<file path="src/rtl/clk_period_monitor_pkg.sv">
// -----------------------------------------------------------------------------
// clk_period_monitor_pkg
//
// Shared types and helpers for the clock-period monitor.
//   cpm_state_e : measurement FSM states
//                   IDLE    - monitor disabled, nothing is counted
//                   ARM     - enabled, waiting for the first rising edge
//                   MEASURE - counting clk cycles between rising edges
//   in_tol()    : true when |period - exp| <= tol, evaluated without wrap
// -----------------------------------------------------------------------------
package clk_period_monitor_pkg;

  typedef enum logic [1:0] {
    IDLE    = 2'd0,
    ARM     = 2'd1,
    MEASURE = 2'd2
  } cpm_state_e;

  // Absolute-difference tolerance check. The operands are zero-extended into
  // a 33-bit difference, which covers any counter width up to 32 bits, so a
  // short period below the expected value never wraps into a huge unsigned
  // number and never slips past the comparison.
  function automatic logic in_tol(input logic [31:0] period,
                                  input logic [31:0] exp,
                                  input logic [31:0] tol);
    logic [32:0] diff;
    if (period >= exp) begin
      diff = {1'b0, period} - {1'b0, exp};
    end else begin
      diff = {1'b0, exp} - {1'b0, period};
    end
    return (diff <= {1'b0, tol});
  endfunction

endpackage : clk_period_monitor_pkg

</file>
<file path="src/rtl/cpm_sync_edge.sv">
// -----------------------------------------------------------------------------
// cpm_sync_edge
//
// Brings an asynchronous strobe into the clk domain and flags its rising edges.
// Path: d_i -> sync1_q -> sync2_q (metastability filter) -> prev_q.
// rise is combinational from the last two flops, so a rising edge on d_i is
// acted on by the consumer at the third clk edge after it arrives.
//
// Ports
//   clk    in   sampling clock
//   rst_n  in   asynchronous active-low reset (all flops cleared to 0)
//   d_i    in   asynchronous input
//   rise   out  one-cycle high when the synchronized input goes 0 -> 1
// -----------------------------------------------------------------------------
module cpm_sync_edge (
  input  logic clk,
  input  logic rst_n,
  input  logic d_i,
  output logic rise
);

  logic sync1_q;
  logic sync2_q;
  logic prev_q;

  // NOTE: clocked state uses non-blocking (<=) so every flop samples the value
  // its neighbour held before the edge; blocking here would collapse the chain.
  always_ff @(posedge clk or negedge rst_n) begin
    if (!rst_n) begin
      sync1_q <= 1'b0;
      sync2_q <= 1'b0;
      prev_q  <= 1'b0;
    end else begin
      sync1_q <= d_i;
      sync2_q <= sync1_q;
      prev_q  <= sync2_q;
    end
  end

  assign rise = sync2_q & ~prev_q;

endmodule : cpm_sync_edge

</file>
<file path="src/rtl/clk_period_monitor.sv">
// -----------------------------------------------------------------------------
// clk_period_monitor
//
// Synthesizable period checker for a slow clock/strobe sampled in clk.
// Counts clk cycles between successive rising edges of mon_in, compares each
// period against EXP_PERIOD +/- TOL, pulses pass/fail, keeps a saturating
// error count and a sticky stuck flag for downstream status/CSR logic.
//
// Parameters
//   CNT_W      width of the period counter and period_o
//   EXP_PERIOD expected period in clk cycles
//   TOL        allowed absolute deviation in cycles
//   TIMEOUT    cycles without a rising edge before stuck is declared
//              (must be < 2**CNT_W so the counter can reach it)
//   ERR_W      width of the error counter
//
// Ports
//   clk            in   sampling clock
//   rst_n          in   asynchronous active-low reset
//   en             in   monitor enable; low returns to IDLE, discarding counts
//   clr_i          in   synchronous clear of err_cnt_o, stuck_o (and min/max)
//   mon_in         in   monitored clock, asynchronous to clk
//   period_o       out  last measured period
//   period_valid_o out  one-cycle pulse when period_o updates
//   pass_o         out  pulse with period_valid_o when the period is in range
//   fail_o         out  pulse on an out-of-range period or on a timeout
//   stuck_o        out  sticky: a timeout has occurred
//   err_cnt_o      out  saturating count of fail events
//
// Optional build macro CLK_PERIOD_MONITOR_MINMAX_EN adds
//   min_o / max_o  out  smallest / largest valid period since reset or clr_i
//                       (reset/clear values: all-ones / zero)
// -----------------------------------------------------------------------------
module clk_period_monitor
  import clk_period_monitor_pkg::*;
#(
  parameter int CNT_W      = 8,
  parameter int EXP_PERIOD = 20,
  parameter int TOL        = 0,
  parameter int TIMEOUT    = 64,
  parameter int ERR_W      = 8
) (
  input  logic             clk,
  input  logic             rst_n,
  input  logic             en,
  input  logic             clr_i,
  input  logic             mon_in,
  output logic [CNT_W-1:0] period_o,
  output logic             period_valid_o,
  output logic             pass_o,
  output logic             fail_o,
  output logic             stuck_o,
  output logic [ERR_W-1:0] err_cnt_o
`ifdef CLK_PERIOD_MONITOR_MINMAX_EN
  ,
  output logic [CNT_W-1:0] min_o,
  output logic [CNT_W-1:0] max_o
`endif
);

  localparam logic [CNT_W-1:0] CNT_ONE   = CNT_W'(1);
  localparam logic [CNT_W-1:0] CNT_MAX   = '1;
  localparam logic [CNT_W-1:0] TIMEOUT_C = CNT_W'(TIMEOUT);
  localparam logic [ERR_W-1:0] ERR_ONE   = ERR_W'(1);
  localparam logic [ERR_W-1:0] ERR_MAX   = '1;

  // ---------------------------------------------------------------------------
  // Edge detection
  // ---------------------------------------------------------------------------
  logic rise;

  cpm_sync_edge u_sync_edge (
    .clk   (clk),
    .rst_n (rst_n),
    .d_i   (mon_in),
    .rise  (rise)
  );

  // ---------------------------------------------------------------------------
  // State
  // ---------------------------------------------------------------------------
  cpm_state_e       state_q,  state_d;
  logic [CNT_W-1:0] cnt_q,    cnt_d;
  logic [CNT_W-1:0] period_q, period_d;
  logic             valid_q,  valid_d;
  logic             pass_q,   pass_d;
  logic             fail_q,   fail_d;
  logic             stuck_q,  stuck_d;
  logic [ERR_W-1:0] err_q,    err_d;
  logic             timeout;
  logic             period_ok;

`ifdef CLK_PERIOD_MONITOR_MINMAX_EN
  logic [CNT_W-1:0] min_q, min_d;
  logic [CNT_W-1:0] max_q, max_d;
`endif

  // On a rise in MEASURE, cnt_q already holds the number of clk cycles since
  // the previous accepted edge (it restarts at 1 on the cycle after an edge).
  assign period_ok = in_tol(32'(cnt_q), 32'(EXP_PERIOD), 32'(TOL));

  // ---------------------------------------------------------------------------
  // Next-state and pulse generation
  // ---------------------------------------------------------------------------
  // NOTE: every signal assigned in this block gets a default first, so no path
  // leaves a value unassigned and no latch is inferred.
  always_comb begin
    state_d  = state_q;
    cnt_d    = cnt_q;
    period_d = period_q;
    valid_d  = 1'b0;
    pass_d   = 1'b0;
    fail_d   = 1'b0;
    timeout  = 1'b0;

    case (state_q)
      IDLE: begin
        cnt_d = '0;
        if (en) begin
          state_d = ARM;
        end
      end

      ARM: begin
        // The first edge after arming only opens a measurement window.
        cnt_d = '0;
        if (rise) begin
          state_d = MEASURE;
          cnt_d   = CNT_ONE;
        end
      end

      MEASURE: begin
        // A rise on the timeout cycle is a genuine edge and takes priority.
        if (rise) begin
          period_d = cnt_q;
          cnt_d    = CNT_ONE;
          valid_d  = 1'b1;
          pass_d   = period_ok;
          fail_d   = ~period_ok;
        end else if (cnt_q == TIMEOUT_C) begin
          timeout = 1'b1;
          fail_d  = 1'b1;
          state_d = ARM;
          cnt_d   = '0;
        end else if (cnt_q != CNT_MAX) begin
          cnt_d = cnt_q + CNT_ONE;
        end
      end

      default: begin
        state_d = IDLE;
        cnt_d   = '0;
      end
    endcase

    // Disable overrides everything: the partial count is dropped silently and
    // the next enable must see two edges before a period is reported.
    if (!en) begin
      state_d  = IDLE;
      cnt_d    = '0;
      period_d = period_q;
      valid_d  = 1'b0;
      pass_d   = 1'b0;
      fail_d   = 1'b0;
      timeout  = 1'b0;
    end
  end

  // ---------------------------------------------------------------------------
  // Status accumulation; clr_i wins over a same-cycle fail or timeout, but the
  // fail pulse itself is still emitted.
  // ---------------------------------------------------------------------------
  always_comb begin
    stuck_d = stuck_q | timeout;
    err_d   = err_q;
    if (fail_d && (err_q != ERR_MAX)) begin
      err_d = err_q + ERR_ONE;
    end
    if (clr_i) begin
      stuck_d = 1'b0;
      err_d   = '0;
    end
  end

`ifdef CLK_PERIOD_MONITOR_MINMAX_EN
  // Extremes follow valid periods only; timeouts never carry a period.
  always_comb begin
    min_d = min_q;
    max_d = max_q;
    if (valid_d) begin
      if (period_d < min_q) begin
        min_d = period_d;
      end
      if (period_d > max_q) begin
        max_d = period_d;
      end
    end
    if (clr_i) begin
      min_d = '1;
      max_d = '0;
    end
  end
`endif

  // ---------------------------------------------------------------------------
  // Registers
  // ---------------------------------------------------------------------------
  always_ff @(posedge clk or negedge rst_n) begin
    if (!rst_n) begin
      state_q  <= IDLE;
      cnt_q    <= '0;
      period_q <= '0;
      valid_q  <= 1'b0;
      pass_q   <= 1'b0;
      fail_q   <= 1'b0;
      stuck_q  <= 1'b0;
      err_q    <= '0;
    end else begin
      state_q  <= state_d;
      cnt_q    <= cnt_d;
      period_q <= period_d;
      valid_q  <= valid_d;
      pass_q   <= pass_d;
      fail_q   <= fail_d;
      stuck_q  <= stuck_d;
      err_q    <= err_d;
    end
  end

`ifdef CLK_PERIOD_MONITOR_MINMAX_EN
  always_ff @(posedge clk or negedge rst_n) begin
    if (!rst_n) begin
      min_q <= '1;
      max_q <= '0;
    end else begin
      min_q <= min_d;
      max_q <= max_d;
    end
  end

  assign min_o = min_q;
  assign max_o = max_q;
`endif

  // ---------------------------------------------------------------------------
  // Outputs (pass and fail come from complementary terms of one compare, so
  // they can never be high together)
  // ---------------------------------------------------------------------------
  assign period_o       = period_q;
  assign period_valid_o = valid_q;
  assign pass_o         = pass_q;
  assign fail_o         = fail_q;
  assign stuck_o        = stuck_q;
  assign err_cnt_o      = err_q;

endmodule : clk_period_monitor
</file>
<file path="config.mk">
export PLATFORM = sky130hd
export DESIGN_NAME = clk_period_monitor
export DESIGN_NICKNAME = d
export VERILOG_FILES = /design/src/rtl/clk_period_monitor_pkg.sv /design/src/rtl/cpm_sync_edge.sv /design/src/rtl/clk_period_monitor.sv
export SDC_FILE = /design/constraint.sdc
export NUM_CORES = 1
export LEC_CHECK = 0
export CELL_PAD_IN_SITES_DETAIL_PLACEMENT = 0
export CELL_PAD_IN_SITES_GLOBAL_PLACEMENT = 1
export CORE_ASPECT_RATIO = 1.4
export CORE_MARGIN = 2
export CORE_UTILIZATION = 41
export DETAILED_ROUTE_END_ITERATION = 8
export GPL_TIMING_DRIVEN = 0
export PLACE_DENSITY_LB_ADDON = 0.1
export RECOVER_POWER = 25
export SYNTH_ARGS = -nofsm -noshare
export SYNTH_HDL_FRONTEND = slang
export SYNTH_HIERARCHICAL = 1
export SYNTH_SLANG_ARGS = --single-unit
</file>
<file path="constraint.sdc">
create_clock -name clk -period 3.18 [get_ports clk]
set_clock_uncertainty 0.15 [all_clocks]
set_input_delay 0.477 -clock clk [delete_from_list [all_inputs] [get_ports clk]]
set_output_delay 0.477 -clock clk [all_outputs]
set_load 0.01 [all_outputs]
</file>
==> impl_metrics.csv <==
group,metric,value,unit
logic_synthesis,synth.area.mux_share,0.0558,
power_and_ir_drop,leakage,0.908,nW
clock_network,post_cts_resize_count,0,
power_and_ir_drop,p_sw,259,uW
timing,relSlewSlack,-0.196,
die,die_area,4870,sq um
die,fp.dieH,81.8,um
logic_synthesis,synth_simple_gate_area_frac,0.224,
power_and_ir_drop,p_seq_frac,0.500,
setup_path,cp-start-kind,"flip-flop",
clock_network,cts_buffers,5,
power_and_ir_drop,clockPowerShare,0.351,
logic_synthesis,avgSynthCellArea,9.79,sq um
logic_synthesis,yosysWarnings,6,
logic_synthesis,syn-num-nets,196,
power_and_ir_drop,pwr-share-comb,0.149,
grt,grt_max_degree,34,
clock_network,clk_path_buf_depth,2,
power_and_ir_drop,intPower,639,uW
die,num_rows,28,
clock_network,insertion_delay,0.29,ns
die,io_pins,25,
timing,layout_setup_ws,0.434,ns
worst_hold_path,hold_start,"u_sync_edge/sync1_q$_DFF_PN0_",
placed_design,dpl_cell_area,2060,sq um
timing,min_period,2.75,ns
grt,gr-total-overflow,0,
logic_synthesis,ys_seq_area_frac,0.466,
setup_path,endpoint_kind,"flip-flop",
timing,timing.fmax,364,MHz
power_and_ir_drop,p_per_area,418,nW/um^2
setup_path,path_max_fanout,7,
final_layout,layout_commonest_cell,"dfrtp_1",
setup_path,worstReg2RegStart,"cnt_q[2]$_DFFE_PN0P_",
timing,hold_ws,0.200,ns
setup_path,required,3.24,ns
setup_path,ff2ff_setup_slack,0.43,ns
logic_synthesis,synth_compound_area_frac,0.128,
die,die_w,59.6,um
worst_hold_path,hp-class,"reg2reg",
logic_synthesis,synthAdderAreaFrac,0.0706,
setup_path,startpoint,"cnt_q[2]$_DFFE_PN0P_",
clock_network,cts_hold_buf,0,
drt,drc,0,
final_layout,final_cell_mix,"dfrtp_1 (33), clkdlybuf4s50_1 (22), o21ai_0 (15), nand2_1 (13), nor2_1 (13)",
clock_network,htree_levels,2,
flow_run,max_cap_viol_count,1,
timing,rsz0062_at_grt,"no",
timing,setup_tns,0,ns
drt,vias,1434,
final_layout,antenna_cells,0,
grt,grt_pass1_wl,6870,um
placed_design,place_congestion,0.877,
logic_synthesis,synth_xor_area_frac,0.0148,
setup_path,reg2reg_depth,9,
drt,via_per_inst,5.56,
timing,worst_slew_pin_slew,1.79,ns
grt,grt_use_total,0.187,
final_layout,fin_nets,227,
outcome,violations,"capacitance limit, slew limit",
logic_synthesis,synth_top_family_by_area,"simple AND/OR/NAND/NOR gates",
final_layout,areaGrowthSynthToFinish,21.3,%
grt,antenna_found_initial,0,
die,start_util,0.421,
timing,hold_viol_final,0,
drt,drtPass1Iterations,4,
power_and_ir_drop,peakVddDrop,0.240,mV
power_and_ir_drop,p_sw_frac,0.288,
timing,setup_viol,0,
drt,drtAntennaViolNets,0,
clock_network,post_cts_buffers,0,
final_layout,stdcell_area,2150,sq um
setup_path,crit_type,"reg2reg",
drt,drtIter0Drc,62,
setup_path,setup.worst_path.end,"err_cnt_o[4]$_DFFE_PN0P_",
logic_synthesis,syn-instance-count,181,
clock_network,clk_pin_slew,0.07,ns
logic_synthesis,ys_ff_latch,33,
final_layout,utilization,0.511,
timing,fin_crit_sh,0.863,
clock_network,cts-root-buf,"clkbuf_8",
setup_path,reg2reg_to,"err_cnt_o[4]$_DFFE_PN0P_",
clock_network,numClockSinks,33,
placed_design,port_buffers,24,
setup_path,arrival,2.81,ns
drt,drt-total-wl,4070,um
outcome,status,"finished with violations",
die,coreArea,4200,sq um
logic_synthesis,yosysUniqueCellTypes,35,
timing,report.final.slew_viol_count,34,
grt,grt_pass1_vias,1412,
drt,routedWlPerCell,15.8,um
final_layout,layout-drive-gt1-share,0.108,
logic_synthesis,synth.cell_area,1770,sq um
placed_design,dp_slack,0.441,ns
placed_design,hpwl,2940,um
clock_network,cts_tree,"yes",
-- registers in the layout (all words and copies together) (netlist names) --
signal and flops:
cnt_q 8, u_sync_edge/sync1_q 1, state_q 2, u_sync_edge/sync2_q 1, stuck_o 1, u_sync_edge/prev_q 1
fail_o 1, pass_o 1, period_valid_o 1, err_cnt_o 8, period_o 8
-- through the flow --
| stage | power (mW) | instances |
|---|---|---|
| floorplan | 0.545 | 181 |
| global placement | 0.584 | 250 |
| detailed placement | 0.591 | 250 |
| CTS | 0.908 | 258 |
| global route | 0.947 | 258 |
| finish | 0.898 | 258 |
-- metal layers --
metal,share of wire,wire (um),up-vias,GRT usage
met3,0.032,129,6,0.0331
met2,0.54,2190,39,0.333
met5,0,0,-,0
met1,0.41,1690,690,0.223
li1,-,-,699,-
met4,0.014,59,0,0.0667
-- power groups by stage --
stage | sequential [mW] | combinational [mW] | clock (mW)
after CTS | 0.449 | 0.136 | 0.323
final | 0.449 | 0.134 | 0.315
after detailed placement | 0.457 | 0.134 | 0
after global routing | 0.451 | 0.157 | 0.339
after floorplan | 0.455 | 0.0896 | 0
after global placement | 0.455 | 0.129 | 0
-- synth_stat cells --
master     count  share of area
mux2_2         7          0.044
inv_1          9          0.019
nor2b_1        3          0.011
ha_1          10          0.071
or4_1          5          0.021
or2_2          1         0.0035
dfrtp_1       33           0.47
o31a_2         1         0.0056
nor3b_1        2         0.0085
nor2b_4        1         0.0078
nand4b_1       1         0.0049
nand4_1        1         0.0035
a211o_1        1         0.0049
xnor2_1        2         0.0099
mux2i_1        2          0.011
o21bai_1       2         0.0085
o31ai_1        6          0.025
nor4b_1        2         0.0099
nor3_1         4          0.011
buf_2          1         0.0028
xor2_1         1         0.0049
nor4_1         1         0.0035
nor2_1        13          0.028
a2111oi_2      1         0.0085
clkbuf_1       6          0.013
nand3_1       12          0.034
a211oi_1       1         0.0042
nand2b_1       3          0.011
and3_1         3          0.011
nand2_1       13          0.028
buf_6          1         0.0064
nor3_2         2          0.011
or3_1          5          0.018
a21oi_1       10          0.028
o21ai_0       15          0.042
-- logic make-up (layout without fill, tap and decap cells) --
group | count (synthesis) | count (layout)
AND/OR/NAND/NOR | 72 | 72
XOR/XNOR | 3 | 3
adder cells (fa/ha/maj) | 10 | 10
AO/OA/AOI/OAI | 37 | 37
multiplexers | 9 | 9
flip-flops | 33 | 33
buffers and inverters | 17 | 49
-- worst min-delay path by stage --
stage	cells after the start	slack [ns]	endpoint
after floorplan	0	0.03	cnt_q[0]$_DFFE_PN0P_
after global placement	0	0.18	u_sync_edge/sync2_q$_DFF_PN0_
after detailed placement	0	0.19	u_sync_edge/sync2_q$_DFF_PN0_
after CTS	1	0.14	period_o[2]$_DFFE_PN0P_
after global routing	0	0.21	u_sync_edge/sync2_q$_DFF_PN0_
final	0	0.20	u_sync_edge/sync2_q$_DFF_PN0_
-- worst max-delay path, stage by stage, from the launching register on --
cell and delay (ns):
dfrtp_1 0.46, inv_1 0.18, ha_1 0.24, nand4b_1 0.15, nor3_2 0.21, nor2_1 0.11, or3_1 0.36, clkbuf_1 0.17
or4_1 0.49, a21oi_1 0.16
-- cell type report --
type                       count  area [sq um]
buffer                         8          38.8
clock buffer                   5          68.8
clock inverter                 3          17.5
fill                         418          2060
inverter                       9          33.8
multi-input combinational    131           873
sequential                    33           826
tap                           45          56.3
timing repair buffer          24           234
(Power assumes the default switching activity.)
